--- config.mk ---
export PLATFORM = sky130hd
export DESIGN_NAME = vec_op_sequencer
export DESIGN_NICKNAME = d
export VERILOG_FILES = /design/src/rtl/vec_acc_pkg.sv /design/src/rtl/vec_elem_alu.sv /design/src/rtl/vec_op_sequencer.sv
export SDC_FILE = /design/constraint.sdc
export NUM_CORES = 1
export LEC_CHECK = 0
export ABC_AREA = 1
export BUFFER_PORTS_ARGS = -buffer_cell sky130_fd_sc_hd__buf_4
export CORE_MARGIN = 2
export CORE_UTILIZATION = 60
export CTS_BUF_LIST = sky130_fd_sc_hd__clkbuf_4
export DETAILED_ROUTE_END_ITERATION = 8
export GPL_TIMING_DRIVEN = 0
export MAX_ROUTING_LAYER = met4
export PLACE_DENSITY = 0.82
export SYNTH_ARGS = -nofsm -noshare
export SYNTH_HDL_FRONTEND = slang
export SYNTH_SLANG_ARGS = --single-unit
--- constraint.sdc ---
create_clock -name clk_in -period 9.22 [get_ports clk_in]
set_input_delay 1.383 -clock clk_in [delete_from_list [all_inputs] [get_ports clk_in]]
set_output_delay 1.383 -clock clk_in [all_outputs]
set_load 0.05 [all_outputs]
--- src/rtl/vec_acc_pkg.sv ---
// Shared types and constants for the vector accelerator command sequencer.
// The optional checksum byte is enabled with the VSEQ_CHECKSUM_EN macro.
package vec_acc_pkg;

  localparam int NBYTES_DEF = 1024;
  localparam int ACC_W = 26;
  localparam logic [7:0] ERR_BYTE = 8'hEE;

  typedef enum logic [1:0] {
    OP_SUM  = 2'd0,
    OP_AVG  = 2'd1,
    OP_MAN  = 2'd2,
    OP_EUC2 = 2'd3
  } op_e;

  typedef enum logic [2:0] {
    ST_IDLE,
    ST_ISSUE,
    ST_WAIT_RD,
    ST_EXEC,
    ST_SEND,
    ST_WAIT_TX,
    ST_FINISH,
    ST_ERR
  } seq_state_e;

  // Which kind of byte group is currently streaming out; decides what follows its last byte.
  typedef enum logic [1:0] {
    GRP_ELEM,
    GRP_FINAL,
    GRP_CSUM,
    GRP_ERR
  } grp_e;

  function automatic logic is_reduction(input op_e op);
    return (op == OP_MAN) || (op == OP_EUC2);
  endfunction

endpackage

--- src/rtl/vec_elem_alu.sv ---
// Combinational per-element datapath: elementwise SUM/AVG result and the
// MAN/EUC2 reduction term for one (a, b) pair.
module vec_elem_alu
  import vec_acc_pkg::*;
(
  input  op_e         op,
  input  logic [7:0]  a,
  input  logic [7:0]  b,
  output logic [8:0]  elem,
  output logic [15:0] term
);

  logic [8:0] sum;
  logic [7:0] diff;

  always_comb begin
    sum  = {1'b0, a} + {1'b0, b};
    diff = (a >= b) ? (a - b) : (b - a);
    elem = '0;
    term = '0;
    case (op)
      OP_SUM:  elem = sum;
      OP_AVG:  elem = {1'b0, sum[8:1]};
      OP_MAN:  term = {8'd0, diff};
      OP_EUC2: term = {8'd0, diff} * {8'd0, diff};
      default: begin
        elem = '0;
        term = '0;
      end
    endcase
  end

endmodule

--- src/rtl/vec_op_sequencer.sv ---
// Command sequencer: reads A/B element pairs, computes SUM/AVG/MAN/EUC2 and
// streams result bytes to the UART TX. VSEQ_CHECKSUM_EN appends an XOR checksum byte.
module vec_op_sequencer
  import vec_acc_pkg::*;
#(
  parameter int NBYTES = NBYTES_DEF,
  parameter int ADDR_W = 10,
  parameter int RD_LAT = 2
) (
  input  logic              clk_in,
  input  logic              reset,
  input  logic              cmd_valid,
  input  logic [7:0]        cmd_code,
  input  logic [1:0]        vec_ready,
  output logic              rd_en,
  output logic [ADDR_W-1:0] rd_addr,
  input  logic [7:0]        rd_byte_a,
  input  logic [7:0]        rd_byte_b,
  output logic              tx_dv,
  output logic [7:0]        tx_byte,
  input  logic              tx_done,
  output logic              busy,
  output logic              done,
  output logic              err
);

  localparam logic [3:0]        WAIT_LAST = 4'(RD_LAT - 1);
  localparam logic [ADDR_W-1:0] IDX_LAST  = ADDR_W'(NBYTES - 1);

  seq_state_e        state;
  op_e               op;
  grp_e              grp;
  logic [ADDR_W-1:0] idx;
  logic [ACC_W-1:0]  acc;
  logic [31:0]       out_sr;
  logic [2:0]        bytes_left;
  logic [3:0]        wcnt;
`ifdef VSEQ_CHECKSUM_EN
  logic [7:0]        csum;
`endif

  logic [8:0]       elem_res;
  logic [15:0]      red_term;
  logic [ACC_W-1:0] acc_next;
  logic             last_idx;
  logic             cmd_bad;
  logic             stream_end;

  vec_elem_alu u_alu (
    .op   (op),
    .a    (rd_byte_a),
    .b    (rd_byte_b),
    .elem (elem_res),
    .term (red_term)
  );

  assign acc_next = acc + ACC_W'(red_term);
  assign last_idx = (idx == IDX_LAST);
  assign cmd_bad  = (cmd_code > 8'd3) || (vec_ready != 2'b11);

  // The last byte of the result stream has just been acknowledged.
  assign stream_end = (state == ST_WAIT_TX) && tx_done && (bytes_left == 3'd1) &&
                      ((grp == GRP_FINAL) || ((grp == GRP_ELEM) && last_idx));

  always_ff @(posedge clk_in) begin
    if (reset) begin
      state      <= ST_IDLE;
      op         <= OP_SUM;
      grp        <= GRP_ELEM;
      idx        <= '0;
      acc        <= '0;
      out_sr     <= '0;
      bytes_left <= '0;
      wcnt       <= '0;
      rd_en      <= 1'b0;
      rd_addr    <= '0;
      tx_dv      <= 1'b0;
      tx_byte    <= '0;
      busy       <= 1'b0;
      done       <= 1'b0;
      err        <= 1'b0;
`ifdef VSEQ_CHECKSUM_EN
      csum       <= '0;
`endif
    end else begin
      case (state)
        ST_IDLE: begin
          if (cmd_valid) begin
            op   <= op_e'(cmd_code[1:0]);
            busy <= 1'b1;
            idx  <= '0;
            acc  <= '0;
`ifdef VSEQ_CHECKSUM_EN
            csum <= '0;
`endif
            if (cmd_bad) begin
              out_sr     <= {24'd0, ERR_BYTE};
              bytes_left <= 3'd1;
              grp        <= GRP_ERR;
              state      <= ST_SEND;
            end else begin
              state <= ST_ISSUE;
            end
          end
        end

        ST_ISSUE: begin
          rd_en   <= 1'b1;
          rd_addr <= idx;
          wcnt    <= '0;
          state   <= ST_WAIT_RD;
        end

        // rd_en is visible in the first WAIT_RD cycle, so EXEC lands exactly RD_LAT cycles later.
        ST_WAIT_RD: begin
          rd_en <= 1'b0;
          if (wcnt == WAIT_LAST) begin
            state <= ST_EXEC;
          end else begin
            wcnt <= wcnt + 4'd1;
          end
        end

        ST_EXEC: begin
          if (is_reduction(op)) begin
            acc <= acc_next;
            if (last_idx) begin
              idx        <= '0;
              out_sr     <= 32'(acc_next);
              bytes_left <= (op == OP_MAN) ? 3'd3 : 3'd4;
              grp        <= GRP_FINAL;
              state      <= ST_SEND;
            end else begin
              idx   <= idx + ADDR_W'(1);
              state <= ST_ISSUE;
            end
          end else begin
            out_sr     <= {23'd0, elem_res};
            bytes_left <= (op == OP_SUM) ? 3'd2 : 3'd1;
            grp        <= GRP_ELEM;
            state      <= ST_SEND;
          end
        end

        ST_SEND: begin
          tx_dv   <= 1'b1;
          tx_byte <= out_sr[7:0];
`ifdef VSEQ_CHECKSUM_EN
          if ((grp == GRP_ELEM) || (grp == GRP_FINAL)) begin
            csum <= csum ^ out_sr[7:0];
          end
`endif
          state <= ST_WAIT_TX;
        end

        ST_WAIT_TX: begin
          tx_dv <= 1'b0;
          if (tx_done) begin
            if (bytes_left > 3'd1) begin
              out_sr     <= out_sr >> 8;
              bytes_left <= bytes_left - 3'd1;
              state      <= ST_SEND;
            end else if (stream_end) begin
              idx <= '0;
`ifdef VSEQ_CHECKSUM_EN
              out_sr     <= {24'd0, csum};
              bytes_left <= 3'd1;
              grp        <= GRP_CSUM;
              state      <= ST_SEND;
`else
              acc   <= '0;
              done  <= 1'b1;
              busy  <= 1'b0;
              state <= ST_FINISH;
`endif
            end else begin
              case (grp)
                GRP_ELEM: begin
                  idx   <= idx + ADDR_W'(1);
                  state <= ST_ISSUE;
                end
                GRP_ERR: begin
                  err   <= 1'b1;
                  busy  <= 1'b0;
                  state <= ST_ERR;
                end
                default: begin
                  idx   <= '0;
                  acc   <= '0;
                  done  <= 1'b1;
                  busy  <= 1'b0;
                  state <= ST_FINISH;
                end
              endcase
            end
          end
        end

        ST_FINISH: begin
          done  <= 1'b0;
          state <= ST_IDLE;
        end

        ST_ERR: begin
          err   <= 1'b0;
          state <= ST_IDLE;
        end

        default: begin
          state <= ST_IDLE;
        end
      endcase
    end
  end

endmodule

# Word-level counts from Yosys, hierarchy flattened
# Index checks and enable logic that the tools add are counted.
# W data, S select, Z words.
# word_totals
reg_bits	105
inputBits	30
out_inout_bits	23
wordCells	154
# classes
n_addsub	7
mul	1
n_lt_le_gt_ge	3
eq_ne	30
muxes	69
n_reduce_logical	29
# ops
cell	count
$mux W32	6
$mux W26	6
$pmux W32 S3	1
$pmux W26 S3	1
$mux W10	6
$mux W3	15
$pmux W16 S2	1
$pmux W10 S3	1
$add A26 B16 Y26	1
$pmux W3 S7	1
$pmux W10 S2	1
$ne A2 B2 Y1 const B	9
$pmux W9 S2	1
$reduce_and A6 Y1	3
$mul A8 B8 Y16	1
$sub A8 B8 Y8	2
$mux W1	13
$eq A3 B3 Y1 const B	4
$ne A3 B3 Y1 const B	4
$reduce_bool A2 Y1	6
$add A10 B1 Y10 const B	1
$eq A10 B10 Y1 const B	1
$mux W2	5
$pmux W1 S2	5
28 further kinds	44

# Longest topological paths before layout
# depth
ltp_word	8
mapped_depth	46
depth_no_buf	45

# Hierarchy
# From an unflattened synthesis, not the netlist that was laid out.
# unflattened
cells_unflattened	1355
hier_area_um2	8931.1
# by_module_without_submodules
mod	instances	cells_per_inst	area_per_inst_um2	seq_area_each_um2
vec_op_sequencer	1	869	5766.8	1981.9
vec_elem_alu	1	486	3164.3	0.0

# Least setup slack after synthesis
# Ideal clock, no wire load.
# synth_path
path_type	input -> register
startpoint	input port rd_byte_a[0]
endpoint	register acc[20]
setup_ps	56
t_arrival_ps	7555
t_required_ps	9164
path_slack_ps	1609
path_stages	42
path_buffers	0
path_cell_list	inv_1 ha_1 inv_1 fa_1 nand2_1 nand2_1 a21oi_1 xor2_1 nand2_1 nand2_1 inv_1 nor2_1 inv_1 fa_1 inv_1 fa_1 inv_1 fa_1 [6 not listed] o21bai_1 nand3_1 nand2_1 o21ai_0 a21oi_1 ha_1 nand2_1 nor2_1 inv_1 nor3_1 nand2_1 nand2_1 nand2_1 nand2_1 nand2_1 o21ai_0 nand2_1 inv_1
# synth_via
elab_chain_len	7
word_cells_on_any_way	9
classes_between	add/sub (3); mul (1); order compare (1); mux (4)
# synth_rtl
element	line	rtl
start: declaration	vec_op_sequencer.sv:17	input logic [7:0] rd_byte_a,
$sub A8 B8 Y8 / $ge A8 B8 Y1 (equally long branches)	vec_elem_alu.sv:18	diff = (a >= b) ? (a - b) : (b - a);
$mux W8 (*)	vec_elem_alu.sv:18	
$mul A8 B8 Y16	vec_elem_alu.sv:25	OP_EUC2: term = {8'd0, diff} * {8'd0, diff};
$pmux W16 S2 (*)	vec_elem_alu.sv:21	case (op)
$add A26 B16 Y26 (*)	vec_op_sequencer.sv:57	assign acc_next = acc + ACC_W'(red_term);
$mux W26 (*)	vec_op_sequencer.sv:125	if (is_reduction(op)) begin
$pmux W26 S3 (*)	vec_op_sequencer.sv:86	case (state)
end signal: assignment	vec_op_sequencer.sv:126	acc <= acc_next;
end: declaration	vec_op_sequencer.sv:34	logic [ACC_W-1:0] acc;
# Mark *: on every way between the ends. The rest lies on a longest branch, timed or not. The select of a mux whose other input is x is not followed.
# A chain may end at the register's enable or synchronous reset.

# Final worst setup path
# layout_path
startpoint	input port rd_byte_a[0]
endpoint	register acc[24]
# The elaborated chain is that of the path after synthesis.

==> metrics.cfg <==
[min_path]
min_from = err
whs_endpoint = err
hold_path.class = flop to flop
min_path_cells = 2

[clock_tree]
clk_pin_slew_ns = 0.18
h-tree-depth = 3
cts-root-buf = clkbuf_4
cts_sinks = 99
cts_buffers = 9
cts_tree = done
clkLatencyLatePin_ns = 0.49
post_cts_resized = 0
ctsLongestPathBuffers = 2
post-cts-setup-buffer-count = 0
hold_buffers = 0

[logic_synthesis]
syn_area_per_cell_um2 = 6.67
synth_nets = 1473
ys_seq_area_share_pct = 22.3
synth_flop_cell = dfxtp_1
yosysUniqueCellTypes = 52
synth_warnings = 0
syn_area_um2 = 8880
synth_area_leaders = dfxtp_1 22%, nand2_1 13%, ha_1 12%
yosysTopAreaCell = dfxtp_1
synth-seq-cells = 99
synth-edff-count = 0
yosys.area.top_type_share_pct = 22.3
syn_inst = 1332
async_reset_ff_share_pct = 0

[sta]
fin_skew_ns = 0.0262
worst_pin_slew_ns = 0.761
period_needed_ns = 8.39
setup_viol = 0
hold-worst-slack_ns = 0.461
relSlewSlack_pct = 49.3
rsz0062_at_grt = no
period_share_pct = 91.0
slew_viol_final = 0
finalHoldViolCount = 0
fmax_mhz = 119
setup_tns_ns = 0

[run_status]
status = complete, no violations

[setup_path]
cp_top_family = adder cells
critPathArrivalTime_ns = 8.80
rr_endpoint = acc[6]
r2r_cells = 14
end_kind = flop
max_stage_delay_ns = 0.55
crit_top_cell = nand2_1
start_kind = primary input
ff2ff_setup_slack_ns = 5.93
path_buf_inv = 9
criticalPathCategory = primary input to flop
r2r_start = op[0]
worstPathMaxFanout = 7
critPathRequiredTime_ns = 9.63
cp_slowest_cell = fa_1

[pwr]
ir_drop_v = 0.000370
pwr_density_cell_nw_per_um2 = 344
leakagePower_nw = 4.82

[final_layout]
layout.nets = 1536
syn2layout_area_growth_pct = 8.81
fillCellCount = 1319
fin_cells = 1585
drive_gt1_share_pct = 10.4

[global_route]
track_usage_pct = 31.4
grt.overflow.total = 0
grt_max_degree = 22
grt_pass1_wl_mm = 39.8
grt_pass1_vias = 8379
antenna_found_initial = 1

[route]
routed_wl_mm = 24.0
postRouteAntennaNets = 0
drt_iter0_drc = 699
via_per_inst = 5.65
wl_per_cell_um = 15.2
drc = 0
drtPass1Iterations = 5
vias = 8949

[floorplanning]
fp.dieW_um = 126
fp-row-count = 44
start_util_pct = 61.3
boundaryPins = 53
coreArea_um2 = 14500
die-area_um2 = 15800
die_h_um = 126

[placed_design]
port-buffer-count = 52
gp_congestion = 0.983
dp_hpwl_mm = 18.8
dp_cells = 1568

[job]
drv_cap = 0

## layout make-up
cell class | instances | area [um2] | area share (%)
flip-flops and latches | 99 | 1980 | 20.5
diodes | 1 | 2.50 | 0.0259
plain buffers | 38 | 186 | 1.93
clock buffers | 9 | 67.6 | 0.699
clock inverters | 7 | 91.3 | 0.945
multi-input cells | 992 | 5940 | 61.5
inverters | 203 | 769 | 7.96
repair buffers | 52 | 390 | 4.04
well taps | 184 | 230 | 2.38
## routing by layer
metal | GRT usage [%] | up-vias | wire length, um
met2 | 50.5 | 301 | 11000
met3 | 4.21 | 53 | 1480
met1 | 41.3 | 4154 | 10900
met5 | - | - | 0
li1 | - | 4441 | -
met4 | 9.48 | 0 | 677
## worst reg2reg max path, stage by stage (launching register included)
cell and delay, ns:
dfxtp_1 0.43, inv_1 0.10, ha_1 0.27, nor2_4 0.31
nor2_1 0.08, ha_1 0.25, fa_1 0.43, nand3_1 0.10
nand2_1 0.13, nand2_1 0.09, nand3_1 0.18, o21ai_0 0.49
o21ai_0 0.17, inv_1 0.08, nor2_1 0.04
## cell usage after synthesis (2+ instances only)
master / instances
nor4_1: 2
o211ai_1: 2
or2_2: 2
inv_4: 3
nor3_1: 18
fa_1: 29
inv_2: 11
a21oi_1: 120
nand4_1: 36
a211oi_1: 3
buf_2: 14
nor2_1: 118
o21bai_1: 6
nor2_2: 4
xnor2_1: 8
a21oi_2: 7
nand3b_1: 9
o21ai_1: 4
ha_1: 82
buf_6: 2
nand2_4: 6
clkbuf_1: 17
nand3_1: 70
nand3_2: 3
nor2_4: 5
o21ai_0: 83
a31oi_1: 5
xor2_1: 24
inv_1: 189
buf_1: 4
nand2_2: 12
o22ai_1: 5
nand2_1: 311
nand3_4: 2
dfxtp_1: 99
## cell families (layout without fill, tap and decap cells)
| group | after synthesis | count (layout) | share of synthesized area [%] |
|---|---|---|---|
| simple gates | 605 | 605 | 30.8 |
| buf+inv | 241 | 309 | 10.8 |
| compound gates | 244 | 244 | 14.8 |
| fa+ha+maj | 111 | 111 | 18.1 |
| xor+xnor | 32 | 32 | 3.16 |
| other cells | 0 | 1 | 0 |
| flops | 99 | 99 | 22.3 |
## state kept, by name (all words and copies together) (netlist names)
signal,cells
acc,26
out_sr,26
idx,10
rd_addr,10
tx_byte,8
wcnt,4
bytes_left,3
state,3
grp,2
op,2
busy,1
done,1
err,1
rd_en,1
tx_dv,1
## power by group
group / switching [mW] / internal, mW / total, mW
clock: 0.180 / 0.0668 / 0.247
combinational: 1.65 / 0.865 / 2.51
sequential: 0.0565 / 0.509 / 0.566
total: 1.88 / 1.44 / 3.33
## worst max path at each step
stage,from,endpoint,slack (ns),cells past startpoint
6_report,rd_byte_a[0],acc[24],0.83,42
5_1_grt,rd_byte_a[0],acc[20],0.23,44
3_5_place_dp,rd_byte_a[0],out_sr[16],0.52,43
2_1_floorplan,rd_byte_a[0],acc[20],1.61,42
3_3_place_gp,rd_byte_a[0],out_sr[16],0.59,43
4_1_cts,rd_byte_a[0],acc[24],1.02,42
## cell usage in the layout (no fill, tap or decap), types with 4 or more instances in the layout
master / Yosys / routed
nand2_1: 311 / 311
inv_1: 189 / 189
a21oi_1: 120 / 120
nor2_1: 118 / 118
dfxtp_1: 99 / 99
o21ai_0: 83 / 83
ha_1: 82 / 82
nand3_1: 70 / 70
buf_4: 0 / 52
nand4_1: 36 / 36
fa_1: 29 / 29
xor2_1: 24 / 24
nor3_1: 18 / 18
clkbuf_1: 17 / 17
buf_2: 14 / 14
nand2_2: 12 / 12
inv_2: 11 / 11
nand3b_1: 9 / 9
clkbuf_4: 0 / 9
xnor2_1: 8 / 8
a21oi_2: 7 / 7
o21bai_1: 6 / 6
nand2_4: 6 / 6
a31oi_1: 5 / 5
nor2_4: 5 / 5
o22ai_1: 5 / 5
o21ai_1: 4 / 4
nor2_2: 4 / 4
buf_1: 4 / 4
clkinv_8: 0 / 4
## stage by stage
| stage | cell area (um2) | util (%) | total power [mW] | setup slack [ns] |
|---|---|---|---|---|
| floorplan | 8880 | - | 2.45 | 1.61 |
| global placement | 9500 | 65.6 | 2.97 | 0.593 |
| detailed placement | 9500 | 65.6 | 3.02 | 0.520 |
| CTS | 9660 | 66.7 | 3.29 | 1.02 |
| global route | 9660 | 66.7 | 3.62 | 0.235 |
| finish | 9660 | 66.7 | 3.33 | 0.826 |
No activity file was read; power rests on OpenSTA's default activity.
